==> src/rtl/roi28x28_frame_reader.sv <==
// Streams a W x H row-major ROI buffer to the CNN input port through a
// 2-entry FIFO that absorbs RAM latency and backpressure; locks the buffer while busy.
module roi28x28_frame_reader #(
    parameter int unsigned W      = 28,
    parameter int unsigned H      = 28,
    parameter int unsigned ADDR_W = 10,
    parameter bit          INVERT = 1'b1
) (
    input  logic              clk,
    input  logic              rst,
    input  logic              start,
    input  logic              abort,
    input  logic              frame_ready,
    output logic              buf_lock,
    output logic              busy,
    output logic              done,
    output logic              rd_en,
    output logic [ADDR_W-1:0] rd_addr,
    input  logic [7:0]        rd_data,
    output logic              m_valid,
    input  logic              m_ready,
    output logic [7:0]        m_data,
    output logic              m_last
);
    localparam int unsigned   N      = W * H;
    localparam int unsigned   CW     = ADDR_W + 1;
    localparam logic [CW-1:0] N_C    = CW'(N);
    localparam logic [CW-1:0] LAST_C = CW'(N - 1);

    typedef enum logic [1:0] {IDLE, WAIT_FRAME, STREAM, DONE} state_t;

    state_t          state_q, state_d;
    logic [CW-1:0]   rd_cnt_q, rd_cnt_d;
    logic [CW-1:0]   out_cnt_q, out_cnt_d;
    logic            inflight_q, inflight_d;
    logic [1:0][7:0] fifo_q, fifo_d;
    logic            head_q, head_d;
    logic            tail_q, tail_d;
    logic [1:0]      cnt_q, cnt_d;
    logic            pop, push;
    logic [7:0]      pix;

    // Next-state, read issue and FIFO bookkeeping
    always_comb begin
        state_d    = state_q;
        rd_cnt_d   = rd_cnt_q;
        out_cnt_d  = out_cnt_q;
        fifo_d     = fifo_q;
        head_d     = head_q;
        tail_d     = tail_q;
        rd_en      = 1'b0;
        push       = 1'b0;
        pop        = m_valid & m_ready;
        pix        = INVERT ? ~rd_data : rd_data;

        case (state_q)
            IDLE: begin
                if (start) state_d = frame_ready ? STREAM : WAIT_FRAME;
            end
            WAIT_FRAME: begin
                if (frame_ready) state_d = STREAM;
            end
            STREAM: begin
                push  = inflight_q & ~abort;
                // Reserve a FIFO slot for every outstanding read so it never overflows
                rd_en = ~abort && (rd_cnt_q < N_C) &&
                        ((3'(cnt_q) + 3'(inflight_q)) < (3'd2 + 3'(pop)));
                if (pop && out_cnt_q == LAST_C) state_d = DONE;
            end
            DONE: begin
                state_d = IDLE;
            end
            default: begin
                state_d = IDLE;
            end
        endcase

        inflight_d = rd_en;
        if (rd_en) rd_cnt_d = rd_cnt_q + CW'(1);
        if (pop) begin
            head_d    = ~head_q;
            out_cnt_d = out_cnt_q + CW'(1);
        end
        if (push) begin
            fifo_d[tail_q] = pix;
            tail_d         = ~tail_q;
        end
        cnt_d = cnt_q + 2'(push) - 2'(pop);

        if (state_q != STREAM && state_d == STREAM) begin
            rd_cnt_d  = '0;
            out_cnt_d = '0;
        end

        if (abort) begin
            state_d    = IDLE;
            inflight_d = 1'b0;
            cnt_d      = 2'd0;
            head_d     = 1'b0;
            tail_d     = 1'b0;
        end
    end

    always_ff @(posedge clk or posedge rst) begin
        if (rst) begin
            state_q    <= IDLE;
            rd_cnt_q   <= '0;
            out_cnt_q  <= '0;
            inflight_q <= 1'b0;
            fifo_q     <= '0;
            head_q     <= 1'b0;
            tail_q     <= 1'b0;
            cnt_q      <= 2'd0;
        end else begin
            state_q    <= state_d;
            rd_cnt_q   <= rd_cnt_d;
            out_cnt_q  <= out_cnt_d;
            inflight_q <= inflight_d;
            fifo_q     <= fifo_d;
            head_q     <= head_d;
            tail_q     <= tail_d;
            cnt_q      <= cnt_d;
        end
    end

    // Outputs decode directly from registered state
    assign busy     = (state_q == WAIT_FRAME) || (state_q == STREAM);
    assign buf_lock = busy;
    assign done     = (state_q == DONE);
    assign rd_addr  = rd_cnt_q[ADDR_W-1:0];
    assign m_valid  = (cnt_q != 2'd0);
    assign m_data   = fifo_q[head_q];
    assign m_last   = m_valid && (out_cnt_q == LAST_C);

endmodule

==> config.mk <==
export PLATFORM = sky130hd
export DESIGN_NAME = roi28x28_frame_reader
export DESIGN_NICKNAME = d
export VERILOG_FILES = /design/src/rtl/roi28x28_frame_reader.sv
export SDC_FILE = /design/constraint.sdc
export NUM_CORES = 1
export LEC_CHECK = 0
export ABC_AREA = 1
export ABC_CLOCK_PERIOD_IN_PS = 4600
export CORE_ASPECT_RATIO = 1.25
export CORE_MARGIN = 1.5
export CORE_UTILIZATION = 30
export CTS_CLUSTER_DIAMETER = 60
export DETAILED_ROUTE_END_ITERATION = 12
export PLACE_DENSITY = 0.56
export RECOVER_POWER = 50
export SLEW_MARGIN = 20
export SYNTH_ARGS = -nofsm -noshare
export SYNTH_HDL_FRONTEND = slang
export SYNTH_SLANG_ARGS = --single-unit
==> constraint.sdc <==
create_clock -name clk -period 4.6 [get_ports clk]
set_input_delay 0.92 -clock clk [delete_from_list [all_inputs] [get_ports clk]]
set_output_delay 0.92 -clock clk [all_outputs]
set_load 0.02 [all_outputs]
==> impl_metrics.toml <==
[status]
status = "complete, but fails checks"
failed_checks = "DRC, capacitance limit, slew limit"

[logic_synthesis]
ys_top_cells_by_area = "dfrtp_1 (44%), nand2_1 (8.2%), ha_1 (4.9%)"
mappedNetlistArea_mm2 = 0.00256
ys_seq_area_share_pct = 44.0
synthesis.nets = 307
yosysTopAreaCellShare_pct = 44.0
synth-seq-cells = 45
yosysMostFrequentCell = "nand2_1"
syn_inst = 283
synth_warnings = 0
synth-async-reset-ratio_pct = 100
synth_common_cells = "nand2_1 (56), dfrtp_1 (45), nor2_1 (30)"
synth_edf_count = 0
synth.distinct_cells = 35
ys.flop_type = "dfrtp_1"
synth_top_area_cell = "dfrtp_1"
synth_area_per_cell_um2 = 9.04

[drt]
vias_per_cell = 4.52
wirelength_mm = 4.70
drtIter0Drc = 78
drt_pre_antenna_iters = 8
post_drt_wl_per_cell_um = 11.5
drc = 3
antenna_left = 0
via_count = 1854

[clock_tree]
clkLatencyLatePin_ns = 0.31
htree_levels = 2
cts_max_path_buffers = 2
cts_sinks = 45
cts_resized = 0
path_clk_slew_ns = 0.09
numCtsBuffers = 5
cts_tree = "done"
postCtsSetupBuffers = 0
cts_hold_buffers = 0
root_buffer = "clkbuf_8"

[global_routing]
grt_usage_pct = 11.8
antenna_found_initial = 0
grt_max_degree = 46
grt_pass1_vias = 1918
overflow = 0
grt_pass1_wl_mm = 8.70

[finish]
final_nets = 336
drive_gt1_share_pct = 15.7
fin_util_pct = 37.1
syn2layout_area_growth_pct = 19.5
fillers = 888
diodes = 0

[timing]
grt_setup_unrepaired = "no"
min_period_ns = 3.72
tns_ns = 0
worst_pin_slew_ns = 2.48
slew_viol_final = 46
slew-limit-headroom_pct = -65.3
fmax_mhz = 269
worst_slack_ns = 0.878
whs_ns = 0.482
finalHoldViolCount = 0
finalClockSkew_ns = 0.00697
finalSetupViolations = 0
post-route-period-util_pct = 80.9

[floorplanning]
die_w_um = 85.6
rows = 37
start_util_pct = 31.0
io_pins = 38
dieArea_mm2 = 0.00909
core_mm2 = 0.00824
die_h_um = 106

[power]
seqPwrFrac_pct = 36.7
pwr-share-clk_pct = 26.3
combPwrFrac_pct = 37.0
power_density_mw_per_mm2 = 447
swShare_pct = 34.5
leakage_nw = 1.37
power_switching_mw = 0.472
ir_drop_uv = 231
power_mw = 1.37
cellInternalPower_mw = 0.895

[placed_design]
place_ws_ns = 0.968
gp_congestion = 0.803
post-dp-hpwl_mm = 3.36
portBuffers = 37

[setup_path]
critical_path_arrival_ns = 2.80
end_kind = "output port"
crit_required_ns = 3.68
path_max_fanout = 9
start_kind = "primary input"
critPathKind = "primary input to output port"

[run]
maxCapViolations = 1

[worst_hold_path]
worstHoldPathType = "flop to flop"
## sequential cells by signal, summed over array words and instances, names as in the netlist
name        flops
tail_q          1
rd_cnt_q       11
state_q         2
cnt_q           2
fifo_q         16
head_q          1
out_cnt_q      11
inflight_q      1
## power groups by stage
| stage | logic [mW] | clock network [mW] | registers, mW |
|---|---|---|---|
| 2_1_floorplan | 0.376 | 0 | 0.488 |
| 3_3_place_gp | 0.514 | 0 | 0.508 |
| 3_5_place_dp | 0.513 | 0 | 0.510 |
| 4_1_cts | 0.517 | 0.369 | 0.502 |
| 5_1_grt | 0.562 | 0.383 | 0.513 |
| 6_report | 0.506 | 0.359 | 0.501 |
## cells in the final DEF, fill, tap and decap left out, types with 2 or more instances in the layout
| cell | count |
|---|---|
| inv_2 | 2 |
| o211ai_1 | 2 |
| clkbuf_8 | 5 |
| clkdlybuf4s50_1 | 34 |
| nand4_1 | 9 |
| xor2_1 | 8 |
| a21oi_1 | 3 |
| nand3_1 | 10 |
| nand2_2 | 4 |
| nor3_1 | 3 |
| mux2_2 | 8 |
| o21ai_2 | 8 |
| o21bai_1 | 2 |
| nor2_4 | 10 |
| dlygate4sd3_1 | 3 |
| nand3_2 | 2 |
| dfrtp_1 | 45 |
| nor2_1 | 30 |
| o21ai_0 | 10 |
| bufinv_16 | 2 |
| nand2_1 | 56 |
| ha_1 | 10 |
| xnor2_1 | 4 |
| inv_1 | 29 |
| nor2_2 | 3 |
## worst paths after layout
path	depth (start not counted)	startpoint	endpoint	slack, ns
setup / recovery	7	abort	rd_en	0.88
hold / removal	2	fifo_q[5]	fifo_q[5]	0.48
setup reg to reg	8	state_q[0]	fifo_q[0]	2.70
hold reg to reg	2	fifo_q[5]	fifo_q[5]	0.48
max in group asynchronous	3	rst	rd_cnt_q[9]	1.23
min in group asynchronous	3	rst	fifo_q[14]	1.98
## metal layers
layer	global-route usage [%]	share of wire, %	wire length, um
met2	19.5	46	2180
met1	14.7	46	2190
met4	4.84	1.4	67
met5	0	0	0
met3	2.95	5.7	267
## critical path, stage by stage
cell             delay (ns)
dlygate4sd3_1          0.65
nor2_1                 0.13
nand2_1                0.07
nor2_2                 0.11
nand2_2                0.11
nor2_8                 0.18
clkdlybuf4s50_1        0.62
## metrics by stage
stage          area, um2  cells
2_1_floorplan       2560    283
3_3_place_gp        2930    402
3_5_place_dp        2930    402
4_1_cts             3060    410
5_1_grt             3060    410
6_report            3060    410
## cell families (layout without fill, tap and decap cells)
group           count (synthesis)  count (layout)  synth area share, %
fa+ha+maj                      10              10                 4.89
flops                          45              45                 44.0
simple gates                  131             131                 26.2
buf+inv                        49              79                 9.88
compound gates                 28              28                 7.39
xor+xnor                       12              12                 4.11
mux                             8               8                 3.52
## area by class of cell
class,count,area (um2),area share [%]
well taps,97,121,3.97
inverters,33,126,4.14
multi-input cells,189,1170,38.4
flip-flops and latches,45,1130,36.9
clock buffers,5,68.8,2.25
repair buffers,38,374,12.2
clock inverters,3,65.1,2.13
Note: power is estimated with default switching activity, not from simulation.
